$ cat src/rtl/multicycle_control_pkg.sv
// ============================================================================
// Module      : multicycle_control_pkg
// Description : Shared state encodings, datapath select codes and opcodes for
//               the multicycle controller and its ALU decoder.
// Revision    : 1.0 - initial release
// ============================================================================
`default_nettype none

package multicycle_control_pkg;

    localparam int ST_W = 4;

    localparam logic [ST_W-1:0] c_ST_FETCH  = 4'd0;
    localparam logic [ST_W-1:0] c_ST_DECODE = 4'd1;
    localparam logic [ST_W-1:0] c_ST_EXEC_R = 4'd2;
    localparam logic [ST_W-1:0] c_ST_ADDR   = 4'd3;
    localparam logic [ST_W-1:0] c_ST_MEM_RD = 4'd4;
    localparam logic [ST_W-1:0] c_ST_MEM_WR = 4'd5;
    localparam logic [ST_W-1:0] c_ST_WB_R   = 4'd6;
    localparam logic [ST_W-1:0] c_ST_WB_LD  = 4'd7;
    localparam logic [ST_W-1:0] c_ST_BRANCH = 4'd8;
    localparam logic [ST_W-1:0] c_ST_TRAP   = 4'd9;

    localparam logic [1:0] c_ALU_OP_ADD    = 2'b00;
    localparam logic [1:0] c_ALU_OP_BRANCH = 2'b01;
    localparam logic [1:0] c_ALU_OP_FUNCT  = 2'b10;

    localparam logic [1:0] c_SRC_A_PC     = 2'b00;
    localparam logic [1:0] c_SRC_A_RS1    = 2'b01;
    localparam logic [1:0] c_SRC_A_OLD_PC = 2'b10;

    localparam logic [1:0] c_SRC_B_RS2    = 2'b00;
    localparam logic [1:0] c_SRC_B_FOUR   = 2'b01;
    localparam logic [1:0] c_SRC_B_IMM    = 2'b10;

    localparam logic [6:0] c_OP_RTYPE  = 7'b0110011;
    localparam logic [6:0] c_OP_LOAD   = 7'b0000011;
    localparam logic [6:0] c_OP_STORE  = 7'b0100011;
    localparam logic [6:0] c_OP_BRANCH = 7'b1100011;

endpackage

`default_nettype wire

$ cat src/rtl/multicycle_control.sv
// ============================================================================
// Module      : multicycle_control
// Description : Multicycle RISC-style control FSM with memory handshake,
//               wait timeout and sticky trap.
// Revision    : 1.0 - initial release
// ============================================================================
`default_nettype none

module multicycle_control
    import multicycle_control_pkg::*;
#(
    parameter int MEM_TIMEOUT = 15
) (
    input  logic       clk,
    input  logic       rst_n,
    input  logic [6:0] opcode,
    input  logic       zero,
    input  logic       mem_ready,
    output logic       mem_req,
    output logic       mem_we,
    output logic       iord,
    output logic       ir_write,
    output logic       pc_write,
    output logic       pc_src,
    output logic [1:0] alu_src_a,
    output logic [1:0] alu_src_b,
    output logic [1:0] alu_op,
    output logic       reg_write,
    output logic       mem_to_reg,
    output logic       instr_done,
    output logic       trap
);

    localparam int              CNT_W        = $clog2(MEM_TIMEOUT + 1);
    localparam logic [CNT_W-1:0] c_WAIT_LIMIT = CNT_W'(MEM_TIMEOUT - 1);

    logic [ST_W-1:0]  state_q, state_d;
    logic [CNT_W-1:0] wait_cnt_q, wait_cnt_d;
    logic             w_mem_wait;
    logic             w_timeout;

    // The limit is one below MEM_TIMEOUT so the trap lands on the edge that
    // closes the MEM_TIMEOUT-th waiting cycle; a late mem_ready still wins.
    assign w_mem_wait = (state_q inside {c_ST_FETCH, c_ST_MEM_RD, c_ST_MEM_WR}) && !mem_ready;
    assign w_timeout  = w_mem_wait && (wait_cnt_q == c_WAIT_LIMIT);

    always_ff @(posedge clk or negedge rst_n) begin
        if (!rst_n) begin
            state_q    <= c_ST_FETCH;
            wait_cnt_q <= '0;
        end else begin
            state_q    <= state_d;
            wait_cnt_q <= wait_cnt_d;
        end
    end

    always_comb begin
        state_d    = state_q;
        wait_cnt_d = (w_mem_wait && !w_timeout) ? wait_cnt_q + CNT_W'(1) : '0;
        case (state_q)
            c_ST_FETCH: begin
                if (mem_ready)      state_d = c_ST_DECODE;
                else if (w_timeout) state_d = c_ST_TRAP;
            end
            c_ST_DECODE: begin
                case (opcode)
                    c_OP_RTYPE:            state_d = c_ST_EXEC_R;
                    c_OP_LOAD, c_OP_STORE: state_d = c_ST_ADDR;
                    c_OP_BRANCH:           state_d = c_ST_BRANCH;
                    default:               state_d = c_ST_TRAP;
                endcase
            end
            c_ST_EXEC_R: state_d = c_ST_WB_R;
            c_ST_ADDR:   state_d = (opcode == c_OP_STORE) ? c_ST_MEM_WR : c_ST_MEM_RD;
            c_ST_MEM_RD: begin
                if (mem_ready)      state_d = c_ST_WB_LD;
                else if (w_timeout) state_d = c_ST_TRAP;
            end
            c_ST_MEM_WR: begin
                if (mem_ready)      state_d = c_ST_FETCH;
                else if (w_timeout) state_d = c_ST_TRAP;
            end
            c_ST_WB_R, c_ST_WB_LD, c_ST_BRANCH: state_d = c_ST_FETCH;
            c_ST_TRAP:   state_d = c_ST_TRAP;
            default:     state_d = c_ST_TRAP;
        endcase
    end

    always_comb begin
        mem_req    = 1'b0;
        mem_we     = 1'b0;
        iord       = 1'b0;
        ir_write   = 1'b0;
        pc_write   = 1'b0;
        pc_src     = 1'b0;
        alu_src_a  = c_SRC_A_PC;
        alu_src_b  = c_SRC_B_RS2;
        alu_op     = c_ALU_OP_ADD;
        reg_write  = 1'b0;
        mem_to_reg = 1'b0;
        instr_done = 1'b0;
        trap       = 1'b0;
        case (state_q)
            c_ST_FETCH: begin
                mem_req   = 1'b1;
                alu_src_a = c_SRC_A_PC;
                alu_src_b = c_SRC_B_FOUR;
                ir_write  = mem_ready;
                pc_write  = mem_ready;
            end
            c_ST_DECODE: begin
                alu_src_a = c_SRC_A_OLD_PC;
                alu_src_b = c_SRC_B_IMM;
            end
            c_ST_EXEC_R: begin
                alu_src_a = c_SRC_A_RS1;
                alu_src_b = c_SRC_B_RS2;
                alu_op    = c_ALU_OP_FUNCT;
            end
            c_ST_ADDR: begin
                alu_src_a = c_SRC_A_RS1;
                alu_src_b = c_SRC_B_IMM;
            end
            c_ST_MEM_RD: begin
                mem_req = 1'b1;
                iord    = 1'b1;
            end
            c_ST_MEM_WR: begin
                mem_req    = 1'b1;
                mem_we     = 1'b1;
                iord       = 1'b1;
                instr_done = mem_ready;
            end
            c_ST_WB_R: begin
                reg_write  = 1'b1;
                instr_done = 1'b1;
            end
            c_ST_WB_LD: begin
                reg_write  = 1'b1;
                mem_to_reg = 1'b1;
                instr_done = 1'b1;
            end
            c_ST_BRANCH: begin
                alu_src_a  = c_SRC_A_RS1;
                alu_src_b  = c_SRC_B_RS2;
                alu_op     = c_ALU_OP_BRANCH;
                pc_src     = 1'b1;
                pc_write   = zero;
                instr_done = 1'b1;
            end
            c_ST_TRAP: trap = 1'b1;
            default:   trap = 1'b1;
        endcase
        // Reset must silence the bus and every strobe at once, not at the next edge.
        if (!rst_n) begin
            mem_req    = 1'b0;
            mem_we     = 1'b0;
            ir_write   = 1'b0;
            pc_write   = 1'b0;
            reg_write  = 1'b0;
            instr_done = 1'b0;
        end
    end

endmodule

`default_nettype wire
$ cat config.mk
export PLATFORM = sky130hd
export DESIGN_NAME = multicycle_control
export DESIGN_NICKNAME = d
export VERILOG_FILES = /design/src/rtl/multicycle_control_pkg.sv /design/src/rtl/multicycle_control.sv
export SDC_FILE = /design/constraint.sdc
export NUM_CORES = 1
export LEC_CHECK = 0
export CORE_MARGIN = 2
export CORE_UTILIZATION = 44
export DETAILED_ROUTE_END_ITERATION = 16
export PLACE_DENSITY = 0.89
export SLEW_MARGIN = 20
export SYNTH_ARGS = -nofsm -noshare
export SYNTH_HDL_FRONTEND = slang
export SYNTH_SLANG_ARGS = --single-unit
$ cat constraint.sdc
create_clock -name clk -period 2.7 [get_ports clk]
set_input_delay 0.675 -clock clk [delete_from_list [all_inputs] [get_ports clk]]
set_output_delay 0.675 -clock clk [all_outputs]
set_load 0.005 [all_outputs]
== Yosys cells after proc, flatten, opt, wreduce, memory -nomap -nowiden ==
Cells that the tools add are included.
Word-level totals
  logic and storage cells: 58
  register bits: 8
  output and inout bits: 16
  bits of input ports: 11
Cells by class
  equal/unequal tests: 13
  add/sub/neg operators: 1
  mux-type cells: 27
  reductions and logical operators: 15
Operators with widths (count)
  4-bit case mux with 7 select lines: 1
  4-bit two-way mux: 5
  4-bit by 3-bit equality test with 1-bit output, second input constant: 4
  1-bit two-way mux: 15
  7-bit by 6-bit equality test with 1-bit output, second input constant: 2
  2-bit case mux with 2 select lines: 3
  4-bit case mux with 3 select lines: 1
  3-bit OR reduction: 3
  9-bit OR reduction: 1
  4-bit by 2-bit equality test with 1-bit output, second input constant: 2
  4-bit equality test, second input constant: 2
  2-bit OR reduction: 4
  7-bit by 2-bit equality test with 1-bit output, second input constant: 1
  7-bit equality test, second input constant: 1
  4-bit by 1-bit adder with 4-bit output, second input constant: 1
  4-bit by 1-bit equality test with 1-bit output, second input constant: 1
  4-bit zero test: 1
  1-bit case mux with 2 select lines: 2
  1-bit logical AND: 3
  3-bit nonzero test: 1
  1-bit zero test: 2

== Depth between registers and ports, before layout ==
  depth in word-level cells: 7
  depth in mapped cells: 6
  mapped depth without buffers: 6

== Worst setup path after synthesis ==
OpenSTA, ideal clock, no wires.
  path kind: input -> output
  start: input zero
  end: output pc_write
  path slack: 0.931 ns
  data arrival time: 1.094 ns
  buffers on the path: 0
  cell stages on the path: 2
  required time: 2.025 ns
  cells stage by stage: mux2_2 > and3_1
On the way
  longest elaborated chain between the ends: 2
Ends and longest elaborated chain
  start, declared: RTL line multicycle_control.sv:17  | input logic zero,
  1-bit case mux with 2 select lines: RTL line multicycle_control.sv:103  | case (state_q)
  1-bit two-way mux: RTL line multicycle_control.sv:155  | if (!rst_n) begin
  end, declared: RTL line multicycle_control.sv:23  | output logic pc_write,
Every way passes these cells.

== Worst setup path after layout ==
  start: input rst_n
  end: output mem_req
On the way
  longest elaborated chain between the ends: 1
Ends and longest elaborated chain
  start, declared: RTL line multicycle_control.sv:15  | input logic rst_n,
  1-bit two-way mux: RTL line multicycle_control.sv:155
  end, declared: RTL line multicycle_control.sv:19  | output logic mem_req,
Every way passes these cells.

==> qor.json <==
{
  "die": {
    "die_h_um": 42.01,
    "floorplan.die_area_mm2": 0.001764,
    "floorplan.initialDensity_pct": 48.24,
    "fp.coreArea_mm2": 0.001318,
    "floorplan.rows": 13,
    "dieWidth_um": 42.01,
    "ioPinCount": 27
  },
  "place": {
    "placed_cell_area_um2": 904.6,
    "weighted_congestion_reported_at_the_end_of_routability_driven_placement": 0.7772,
    "dpl.cell_count": 115,
    "place_hpwl_mm": 1.296,
    "portBuffers": 26,
    "preCtsSetupSlack_ns": 0.01073
  },
  "sta": {
    "pins_over_their_slew_limit": 0,
    "report.final.setup_viol": 0,
    "timing.max_slew.rel_slack_pct": 70.04,
    "setup_ws_ns": 0.04940,
    "min_tclk_post_route_ns": 2.651,
    "finalCritPeriodShare_pct": 98.17,
    "timing_worst_slew_pin_value_ns": 0.4493,
    "finalHoldViolCount": 0,
    "setup_tns_ns": 0,
    "finalClockSkew_ns": 0.01059,
    "grt_setup_unrepaired": "false",
    "max_freq_ghz": 0.3773,
    "hold_slack_ns": 0.4926
  },
  "hold_path": {
    "hold_path.startpoint": "wait_cnt_q[0]$_DFF_PN0_",
    "worstHoldPathType": "reg2reg"
  },
  "global_routing": {
    "grt_overflow_total": 0,
    "grt_pass1_vias": 620,
    "grt_pass1_wl_mm": 2.739,
    "grt_max_degree": 15,
    "grt_antenna_before_repair": 0,
    "total_global_route_track_usage_pct": 20.13
  },
  "layout": {
    "antenna_cells_inserted": 0,
    "layout_nets": 118,
    "finalCoreUtilization_pct": 70.66,
    "drive_above_1_share_pct": 13.59,
    "layoutNonFillerInstCount": 118,
    "stdcell_area_um2": 930.9,
    "layout-area-overhead-vs-synth_pct": 46.46,
    "fill_cells": 101
  },
  "setup_path": {
    "crit_path_max_fanout": 7,
    "crit_required_ns": 2.03,
    "timing.critical_path.from_type": "input pin",
    "crit_slowest_cell": "sky130_fd_sc_hd__clkdlybuf4s50_1",
    "r2r_slack_ns": 1.38,
    "setup.worst_path.end_class": "primary output",
    "worstSetupPathType": "in2out",
    "worstPathCellList": "clkdlybuf4s50_1 -> and3_1 -> clkdlybuf4s50_1",
    "setup.worst_path.start": "rst_n",
    "timing.rr.start": "wait_cnt_q[0]$_DFF_PN0_",
    "cpPeakStageDelay_ns": 0.60,
    "timing.critical_path.mode_cell": "sky130_fd_sc_hd__clkdlybuf4s50_1",
    "arrival_ns": 1.98
  },
  "logic_synthesis": {
    "dominantRegCellSynth": "sky130_fd_sc_hd__dfrtp_1",
    "post_synth.cell_area_avg_um2": 8.363,
    "synth-seq-area-share_pct": 31.50,
    "mappedNetlistNets": 89,
    "syn-cell-area_um2": 635.6,
    "postSynth.asyncResetShare_pct": 100.0,
    "synth_cells": 76,
    "yosys-top-cells-area": "sky130_fd_sc_hd__dfrtp_1 (31%), sky130_fd_sc_hd__nor2_1 (8.3%), sky130_fd_sc_hd__and3_1 (4.9%), sky130_fd_sc_hd__a211oi_2 (3.9%), sky130_fd_sc_hd__a21oi_1 (3.9%)",
    "netlist-cell-type-count": 30,
    "synth.ff_latch_count": 8,
    "synth_top_cell_by_area": "sky130_fd_sc_hd__dfrtp_1",
    "post-synth-top-area-fraction_pct": 31.50,
    "synth-edff-count": 0,
    "synthesis.yosys.warnings": 0
  },
  "clock_network": {
    "cts_htree_levels": 1,
    "path_clk_slew_ns": 0.05,
    "numCtsBuffers": 3,
    "ctsHoldBuffers": 0,
    "cts_tree": "done",
    "cts_max_path_buffers": 2,
    "post_cts_setup_repair_buffer_count": 0,
    "clock_tree.root_cell": "sky130_fd_sc_hd__clkbuf_4",
    "numClockSinks": 8,
    "post_cts_resized": 0,
    "clock_latency_ns": 0.25
  },
  "route": {
    "viasPerCell": 5.492,
    "total_vias_in_the_final_route": 648,
    "remaining_drc_errors": 0,
    "count_of_nets_left_with_antenna_violations_after_detail_routing": 0,
    "detail_route.iter0.violations": 16,
    "wl_per_cell_um": 13.69,
    "drt_wl_total_mm": 1.615,
    "firstDrtPassIters": 5
  },
  "power": {
    "power.combinational.fraction_pct": 12.2,
    "leakage_nw": 0.3895,
    "swShare_pct": 20.78,
    "internal-power_uw": 188.4,
    "total_power_uw": 237.8,
    "vdd_drop_max_v": 0.0003429,
    "power_density_mw_per_mm2": 255.4,
    "seqPwrFrac_pct": 50.5,
    "power_frac_clock_pct": 37.3,
    "p_sw_uw": 49.40
  },
  "job": {
    "max_cap_viol_count": 0
  },
  "status": {
    "status": "finished, final reports clean"
  }
}
-- cells in the mapped netlist (all sizes together), types with 2 or more instances --
master	n
nor2	14
dfrtp	8
a21oi	5
and3	5
buf	5
nand2	4
nand2b	4
nand3	4
a31oi	3
a211oi	2
ha	2
inv	2
nor3	2
-- kinds of logic after synthesis --
family | synth area share [%]
compound gates | 13.78
xor+xnor | 2.756
fa+ha+maj | 5.511
buf+inv | 6.299
flops | 31.50
mux | 3.346
simple gates | 36.81
-- cell type report --
cell class                 instances  area [um2]  area share [%]
clock buffer                       3       22.52           2.419
inverter                           2       7.507          0.8065
multi-input combinational         61       395.4           42.47
sequential                         8       201.4           21.64
tap                               15       18.77           2.016
timing repair buffer              29       285.3           30.65
-- worst paths after layout --
| check | cells past startpoint | to |
|---|---|---|
| max | 3 | mem_req |
| min | 1 | wait_cnt_q[0]$_DFF_PN0_ |
| max reg2reg | 6 | state_q[3]$_DFF_PN0_ |
| min reg2reg | 1 | wait_cnt_q[0]$_DFF_PN0_ |
| max in group asynchronous | 2 | state_q[2]$_DFF_PN0_ |
| min in group asynchronous | 2 | state_q[0]$_DFF_PN0_ |
-- power by group through the flow --
stage | clock network [mW] | logic, mW | registers (mW)
final | 0.0886 | 0.0291 | 0.120
after global routing | 0.0992 | 0.0315 | 0.120
after detailed placement | 0 | 0.0293 | 0.122
after floorplan | 0 | 0.00553 | 0.122
after global placement | 0 | 0.0276 | 0.122
after CTS | 0.0918 | 0.0294 | 0.120
-- layer usage --
layer | share of wire (%) | wire, um | GRT usage [%]
met5 | 0 | 0 | 0
met4 | 0.37 | 6 | 7.742
met3 | 4.9 | 79 | 5.172
met2 | 53 | 853 | 36.88
met1 | 42 | 675 | 21.83
-- state kept, by name (all words and copies together), names as in the netlist --
register,flops
wait_cnt_q,4
state_q,4
-- worst max-delay path, delay by kind of cell --
family	cells	cell delay [ns]
simple gates	1	0.20
buf+inv	2	1.10
-- placed cells by master (no fill, tap or decap), drive strengths merged --
| cell type | n |
|---|---|
| nand4bb | 1 |
| ha | 2 |
| mux2i | 1 |
| nor2b | 1 |
| buf | 3 |
| a21oi | 5 |
| mux2 | 1 |
| clkbuf | 3 |
| nor2 | 14 |
| and2b | 1 |
| nand2b | 4 |
| o21a | 1 |
| and2 | 1 |
| nor4b | 1 |
| a211oi | 2 |
| xor2 | 1 |
| and3 | 5 |
| nand3 | 4 |
| o22ai | 1 |
| nand2 | 4 |
| clkdlybuf4s50 | 25 |
| o21ai | 1 |
| dlymetal6s2s | 1 |
| nor4 | 1 |
| maj3 | 1 |
| nor3 | 2 |
| dfrtp | 8 |
| nor3b | 1 |
| inv | 2 |
| xnor2 | 1 |
| a31oi | 3 |
| nand4b | 1 |
(Power assumes the default switching activity.)
